## config.mk

```make
export PLATFORM = sky130hd
export DESIGN_NAME = mmio_uart_tx
export DESIGN_NICKNAME = d
export VERILOG_FILES = /design/src/rtl/uart_pkg.sv /design/src/rtl/sync_fifo.sv /design/src/rtl/mmio_uart_tx.sv
export SDC_FILE = /design/constraint.sdc
export NUM_CORES = 1
export LEC_CHECK = 0
export ABC_CLOCK_PERIOD_IN_PS = 7300
export CAP_MARGIN = 20
export CORE_AREA = 10 10 126 99
export CTS_CLUSTER_SIZE = 28
export DETAILED_ROUTE_END_ITERATION = 12
export DIE_AREA = 0 0 136 109
export GPL_TIMING_DRIVEN = 0
export PLACE_DENSITY = 0.72
export SYNTH_ARGS = -nofsm -noshare
export SYNTH_HDL_FRONTEND = slang
export SYNTH_SLANG_ARGS = --single-unit
```

## constraint.sdc

```tcl
create_clock -name clock -period 7.3 [get_ports clock]
set_input_delay 1.095 -clock clock [delete_from_list [all_inputs] [get_ports clock]]
set_output_delay 1.095 -clock clock [all_outputs]
set_load 0.02 [all_outputs]
```

## src/rtl/uart_pkg.sv

```systemverilog
// Shared types and register-map constants for the memory-mapped UART transmitter.
package uart_pkg;

    typedef enum logic [1:0] {
        IDLE  = 2'd0,
        START = 2'd1,
        DATA  = 2'd2,
        STOP  = 2'd3
    } uart_state_t;

    // STATUS word bit positions
    localparam int FULL    = 0;
    localparam int EMPTY   = 1;
    localparam int BUSY    = 2;
    localparam int OVF     = 3;
    localparam int CNT_LSB = 8;

    localparam logic [31:0] TXDATA_OFS = 32'd0;
    localparam logic [31:0] STATUS_OFS = 32'd4;

endpackage

```

## src/rtl/sync_fifo.sv

```systemverilog
// Single-clock FIFO with power-of-two depth; pointers wrap naturally, count is one bit wider.
module sync_fifo #(
    parameter int WIDTH = 8,
    parameter int DEPTH = 8
) (
    input  logic                     clock,
    input  logic                     reset,
    input  logic                     push,
    input  logic [WIDTH-1:0]         din,
    input  logic                     pop,
    output logic [WIDTH-1:0]         dout,
    output logic                     full,
    output logic                     empty,
    output logic [$clog2(DEPTH):0]   count
);

    localparam int PTR_W = $clog2(DEPTH);

    logic [WIDTH-1:0] mem [DEPTH];
    logic [PTR_W-1:0] wr_ptr;
    logic [PTR_W-1:0] rd_ptr;
    logic             do_push;
    logic             do_pop;

    // Full/empty come from registered count, so a same-cycle pop never frees room for a push.
    assign full    = (count == (PTR_W+1)'(DEPTH));
    assign empty   = (count == '0);
    assign do_push = push && !full;
    assign do_pop  = pop && !empty;
    assign dout    = mem[rd_ptr];

    always_ff @(posedge clock or negedge reset) begin
        if (!reset) begin
            wr_ptr <= '0;
            rd_ptr <= '0;
            count  <= '0;
        end else begin
            if (do_push) wr_ptr <= wr_ptr + 1'b1;
            if (do_pop)  rd_ptr <= rd_ptr + 1'b1;
            if (do_push && !do_pop)      count <= count + 1'b1;
            else if (do_pop && !do_push) count <= count - 1'b1;
        end
    end

    always_ff @(posedge clock) begin
        if (do_push) mem[wr_ptr] <= din;
    end

endmodule

```

## src/rtl/mmio_uart_tx.sv

```systemverilog
// Memory-mapped 8N1 UART transmitter: TXDATA stores feed a FIFO drained by a serializer FSM,
// STATUS reads report full/empty/busy/overflow and the FIFO count.
module mmio_uart_tx
    import uart_pkg::*;
#(
    parameter logic [31:0] BASE_ADDR    = 32'h0000_00F8,
    parameter int          CLKS_PER_BIT = 16,
    parameter int          FIFO_DEPTH   = 8
) (
    input  logic        clock,
    input  logic        reset,
    input  logic [31:0] Address,
    input  logic        Wr,
    input  logic [31:0] WriteData,
    output logic        rd_hit,
    output logic [31:0] ReadData,
    output logic        tx,
    output logic        tx_idle
);

    localparam int BAUD_W = $clog2(CLKS_PER_BIT);
    localparam int CNT_W  = $clog2(FIFO_DEPTH) + 1;
    localparam logic [BAUD_W-1:0] BAUD_LOAD = BAUD_W'(CLKS_PER_BIT - 1);

    logic             hit_data;
    logic             hit_stat;
    logic             push_req;
    logic             ovf;
    logic             fifo_full;
    logic             fifo_empty;
    logic [CNT_W-1:0] fifo_count;
    logic [7:0]       fifo_head;
    logic             fifo_pop;

    uart_state_t      state, state_d;
    logic [BAUD_W-1:0] baud, baud_d;
    logic [2:0]       bit_cnt, bit_d;
    logic [7:0]       shreg, shreg_d;
    logic             tx_d;
    logic             unused_wdata;

    assign unused_wdata = ^WriteData[31:8];

    assign hit_data = (Address == BASE_ADDR + TXDATA_OFS);
    assign hit_stat = (Address == BASE_ADDR + STATUS_OFS);
    assign push_req = Wr && hit_data;
    assign rd_hit   = hit_data || hit_stat;
    assign tx_idle  = fifo_empty && (state == IDLE);

    always_comb begin
        ReadData = '0;
        if (hit_stat) begin
            ReadData[FULL]                 = fifo_full;
            ReadData[EMPTY]                = fifo_empty;
            ReadData[BUSY]                 = (state != IDLE);
            ReadData[OVF]                  = ovf;
            ReadData[CNT_LSB +: CNT_W]     = fifo_count;
        end
    end

    sync_fifo #(
        .WIDTH (8),
        .DEPTH (FIFO_DEPTH)
    ) u_fifo (
        .clock (clock),
        .reset (reset),
        .push  (push_req),
        .din   (WriteData[7:0]),
        .pop   (fifo_pop),
        .dout  (fifo_head),
        .full  (fifo_full),
        .empty (fifo_empty),
        .count (fifo_count)
    );

    // A dropped store and a clear can never coincide: they decode different addresses.
    always_ff @(posedge clock or negedge reset) begin
        if (!reset) begin
            ovf <= 1'b0;
        end else if (push_req && fifo_full) begin
            ovf <= 1'b1;
        end else if (Wr && hit_stat && WriteData[OVF]) begin
            ovf <= 1'b0;
        end
    end

    always_ff @(posedge clock or negedge reset) begin
        if (!reset) begin
            state   <= IDLE;
            baud    <= '0;
            bit_cnt <= '0;
            shreg   <= '0;
            tx      <= 1'b1;
        end else begin
            state   <= state_d;
            baud    <= baud_d;
            bit_cnt <= bit_d;
            shreg   <= shreg_d;
            tx      <= tx_d;
        end
    end

    always_comb begin
        state_d  = state;
        baud_d   = baud;
        bit_d    = bit_cnt;
        shreg_d  = shreg;
        fifo_pop = 1'b0;
        case (state)
            IDLE: begin
                if (!fifo_empty) begin
                    fifo_pop = 1'b1;
                    state_d  = START;
                    baud_d   = BAUD_LOAD;
                    shreg_d  = fifo_head;
                end
            end
            START: begin
                if (baud == '0) begin
                    state_d = DATA;
                    baud_d  = BAUD_LOAD;
                end else begin
                    baud_d = baud - 1'b1;
                end
            end
            DATA: begin
                if (baud == '0) begin
                    baud_d  = BAUD_LOAD;
                    shreg_d = {1'b0, shreg[7:1]};
                    bit_d   = bit_cnt + 3'd1;
                    if (bit_cnt == 3'd7) state_d = STOP;
                end else begin
                    baud_d = baud - 1'b1;
                end
            end
            STOP: begin
                // Chain straight into the next start bit when more bytes are queued.
                if (baud == '0) begin
                    if (!fifo_empty) begin
                        fifo_pop = 1'b1;
                        state_d  = START;
                        baud_d   = BAUD_LOAD;
                        shreg_d  = fifo_head;
                    end else begin
                        state_d = IDLE;
                    end
                end else begin
                    baud_d = baud - 1'b1;
                end
            end
            default: state_d = IDLE;
        endcase
    end

    always_comb begin
        tx_d = 1'b1;
        if (state_d == START)     tx_d = 1'b0;
        else if (state_d == DATA) tx_d = shreg_d[0];
    end

endmodule

```

==> out/metrics.yaml, run 1 <==
clocking:
  cts_buffer_depth: 2
  clk_pin_slew_ps: 60
  cts_setup_buffers: 0
  cts_tree: "yes"
  cts_hold_repair.buffers: 0
  cts_resized: 0
  cts-root-buf: "clkbuf_16"
  clk_latency_ps: 340
  cts_made_buffers: 9
  cts.sinks: 93
  htreeDepth: 3
synthesis:
  synth_area_leaders: "edfxtp_1 (44%), dfrtp_1 (16%), mux4_2 (7.2%)"
  yosysUniqueCellTypes: 56
  synth_edf_count: 64
  synth_warnings: 0
  syn_area_per_cell_um2: 14.33
  yosysSeqAreaShare: 0.6021
  synth_ff_type: "edfxtp_1"
  ys_seq_elements: 93
  async_reset_ff_frac: 0.3118
  postSynthCellCount: 307
  synth.most_common_cell: "edfxtp_1"
  syn_area_um2: 4399
  synthTopCellsByCount: "edfxtp_1 (64), dfrtp_1 (28), buf_4 (24), mux4_2 (14)"
  synth_top_cell_by_area: "edfxtp_1"
  synth_top_area_frac: 0.4369
run:
  cap_violations: 0
min_path:
  hp-class: "flop to flop"
cells_and_area:
  drive_gt1_frac: 0.1870
  final_nets: 477
  stdcell_area_um2: 5502
  diodes: 0
  syn2layout_area_growth_pct: 25.06
  fin_util: 0.5474
place:
  post_dp_cell_area_um2: 5226
  place_hpwl_um: 6880
  gp_congestion: 0.7776
  port_buffers: 53
pwr:
  finalPower_mw: 1.055
  power_density_nw_per_um2: 191.8
  ir_drop_mv: 0.1750
  p_leak_nw: 2.041
timing:
  worstMarginPinSlew_ps: 908.8
  fin_crit_sh: 0.6285
  tns_ps: 0
  slew_violations: 0
  final_hold_viol_count: 0
  fin_crit_ps: 4588
  finClkSkew_ps: 10.93
  whs_ps: 483.4
  slew_headroom: 0.3919
  max_freq_mhz: 218.0
  rsz0062_at_grt: "no"
  setup_violations: 0
setup_path:
  path_class: "primary input to output port"
  worstSetupStartpointType: "primary input"
  cp-end-kind: "output port"
  crit_required_ps: 6200
  crit_fanout: 9
  arrival_ps: 3490
global_route:
  grt_pass1_wl_um: 14880
  grt_pass1_vias: 2811
  track_usage: 0.1299
  grt_remaining_overflow: 0
  grt_antenna_before_repair: 0
  grt_max_degree: 18
die:
  start_util: 0.4377
  ios: 102
  die_h_um: 109
  dieArea_um2: 14820
  num_rows: 32
  coreArea_um2: 10050
  die_w_um: 136
outcome:
  outcome: "finished, final reports clean"
drt:
  ant_nets: 0
  drt-total-wl_um: 9260
  wl_per_cell_um: 17.24
  via_per_inst: 5.047
  dr.first_iter.drc_count: 208
  drc: 0
  drt_first_pass_iters: 4
  vias: 2710
[routing by layer]
layer	part of all wire	track usage	up-vias
met5	0	0	-
met4	0.012	0.03566	0
met3	0.053	0.04228	11
met2	0.51	0.2192	72
met1	0.43	0.1576	1319
li1	-	-	1308
[area by class of cell]
cell class | count | area [um2]
tap | 136 | 170.2
buffer | 31 | 217.7
clock inverter | 5 | 42.54
multi-input combinational | 195 | 1583
clock buffer | 11 | 232.7
sequential | 93 | 2649
timing repair buffer | 55 | 565.5
fill | 813 | 4548
inverter | 11 | 41.29
[cells by family (layout without fill, tap and decap cells)]
logic type               after synthesis  count (layout)  share of synthesized area
AO/OA/AOI/OAI                         47              47                    0.07224
XOR/XNOR                              10              10                    0.01991
adder cells (fa/ha/maj)               14              14                    0.04153
buffers and inverters                 42             113                    0.05887
flip-flops                            93              93                     0.6021
multiplexers                          30              30                     0.1104
other                                  1              24                  0.0008524
AND/OR/NAND/NOR                       70              70                    0.09414
[where the power goes]
group	total [mW]	internal [mW]	switching, mW
Combinational	0.0554	0.0306	0.0249
Sequential	0.564	0.564	0.000000000857
Clock	0.435	0.237	0.199
Total	1.06	0.832	0.224
[path summary, 6_finish.rpt]
path / from / endpoint / slack (ps) / cells after the start
worst max-delay path: Address[1] / ReadData[1] / 2710 / 7
worst min-delay path: bit_cnt[0] / bit_cnt[0] / 480 / 1
max in group asynchronous: reset / tx / 5440 / 2
worst max register to register: state[1] / u_fifo.count[3] / 4200 / 13
worst min register to register: bit_cnt[0] / bit_cnt[0] / 480 / 1
min in group asynchronous: reset / baud[0] / 1230 / 1
[critical path, cell delays in order]
cell and delay (ps):
clkdlybuf4s50_1 400, nor4b_1 400, nand4_1 280, nor2_1 460, nand2_1 140, nor2_1 110, clkdlybuf4s50_1 610
[sequential cells by signal, summed over array words and instances (netlist names)]
name	count
u_fifo.wr_ptr	3
baud	4
u_fifo.count	4
ovf	1
shreg	8
u_fifo.rd_ptr	3
state	2
bit_cnt	3
u_fifo.mem	64
tx	1
[placed cells by master (no fill, tap or decap), types with 4 or more instances in the layout]
master	Yosys	final
inv_1	11	11
mux4_2	14	14
clkbuf_1	2	4
o21ai_0	8	8
nor3_1	6	5
and3_1	6	6
nor4_1	7	7
nand2b_1	5	5
nor2_1	13	13
clkbuf_16	0	9
nand2_1	13	13
ha_1	13	13
o21ai_1	8	8
mux2_2	7	7
conb_1	1	24
a22oi_1	6	6
mux2i_1	8	8
edfxtp_1	64	64
dfrtp_1	28	28
clkdlybuf4s50_1	0	53
a21oi_1	7	7
xnor2_1	8	8
buf_4	24	25
[metrics by stage]
step                setup WS (ps)  std cells
CTS                          2680        537
floorplan                    3653        330
finish                       2712        537
global route                 2449        537
detailed placement           2681        521
global placement             2820        519
Power figures use the tool's default switching activity.
==> inputs of run 2 (changes only) <==
Settings changed: ABC_CLOCK_PERIOD_IN_PS 7300 to 4520.
Clock period 7.3 ns to 4.52 ns, I/O delays scaled along.
==> results of run 2 <==
The final DEF is identical to that of run 1. Status: finished, final reports clean.
Among the figures that moved: setup slack after placement 2681 ps -> 734.6 ps; setup slack after layout 2712 ps -> 766.1 ps; register-to-register setup slack 4200 ps -> 1420 ps; total power 1.055 mW -> 1.704 mW; worst IR drop on VDD 0.1750 mV -> 0.2826 mV
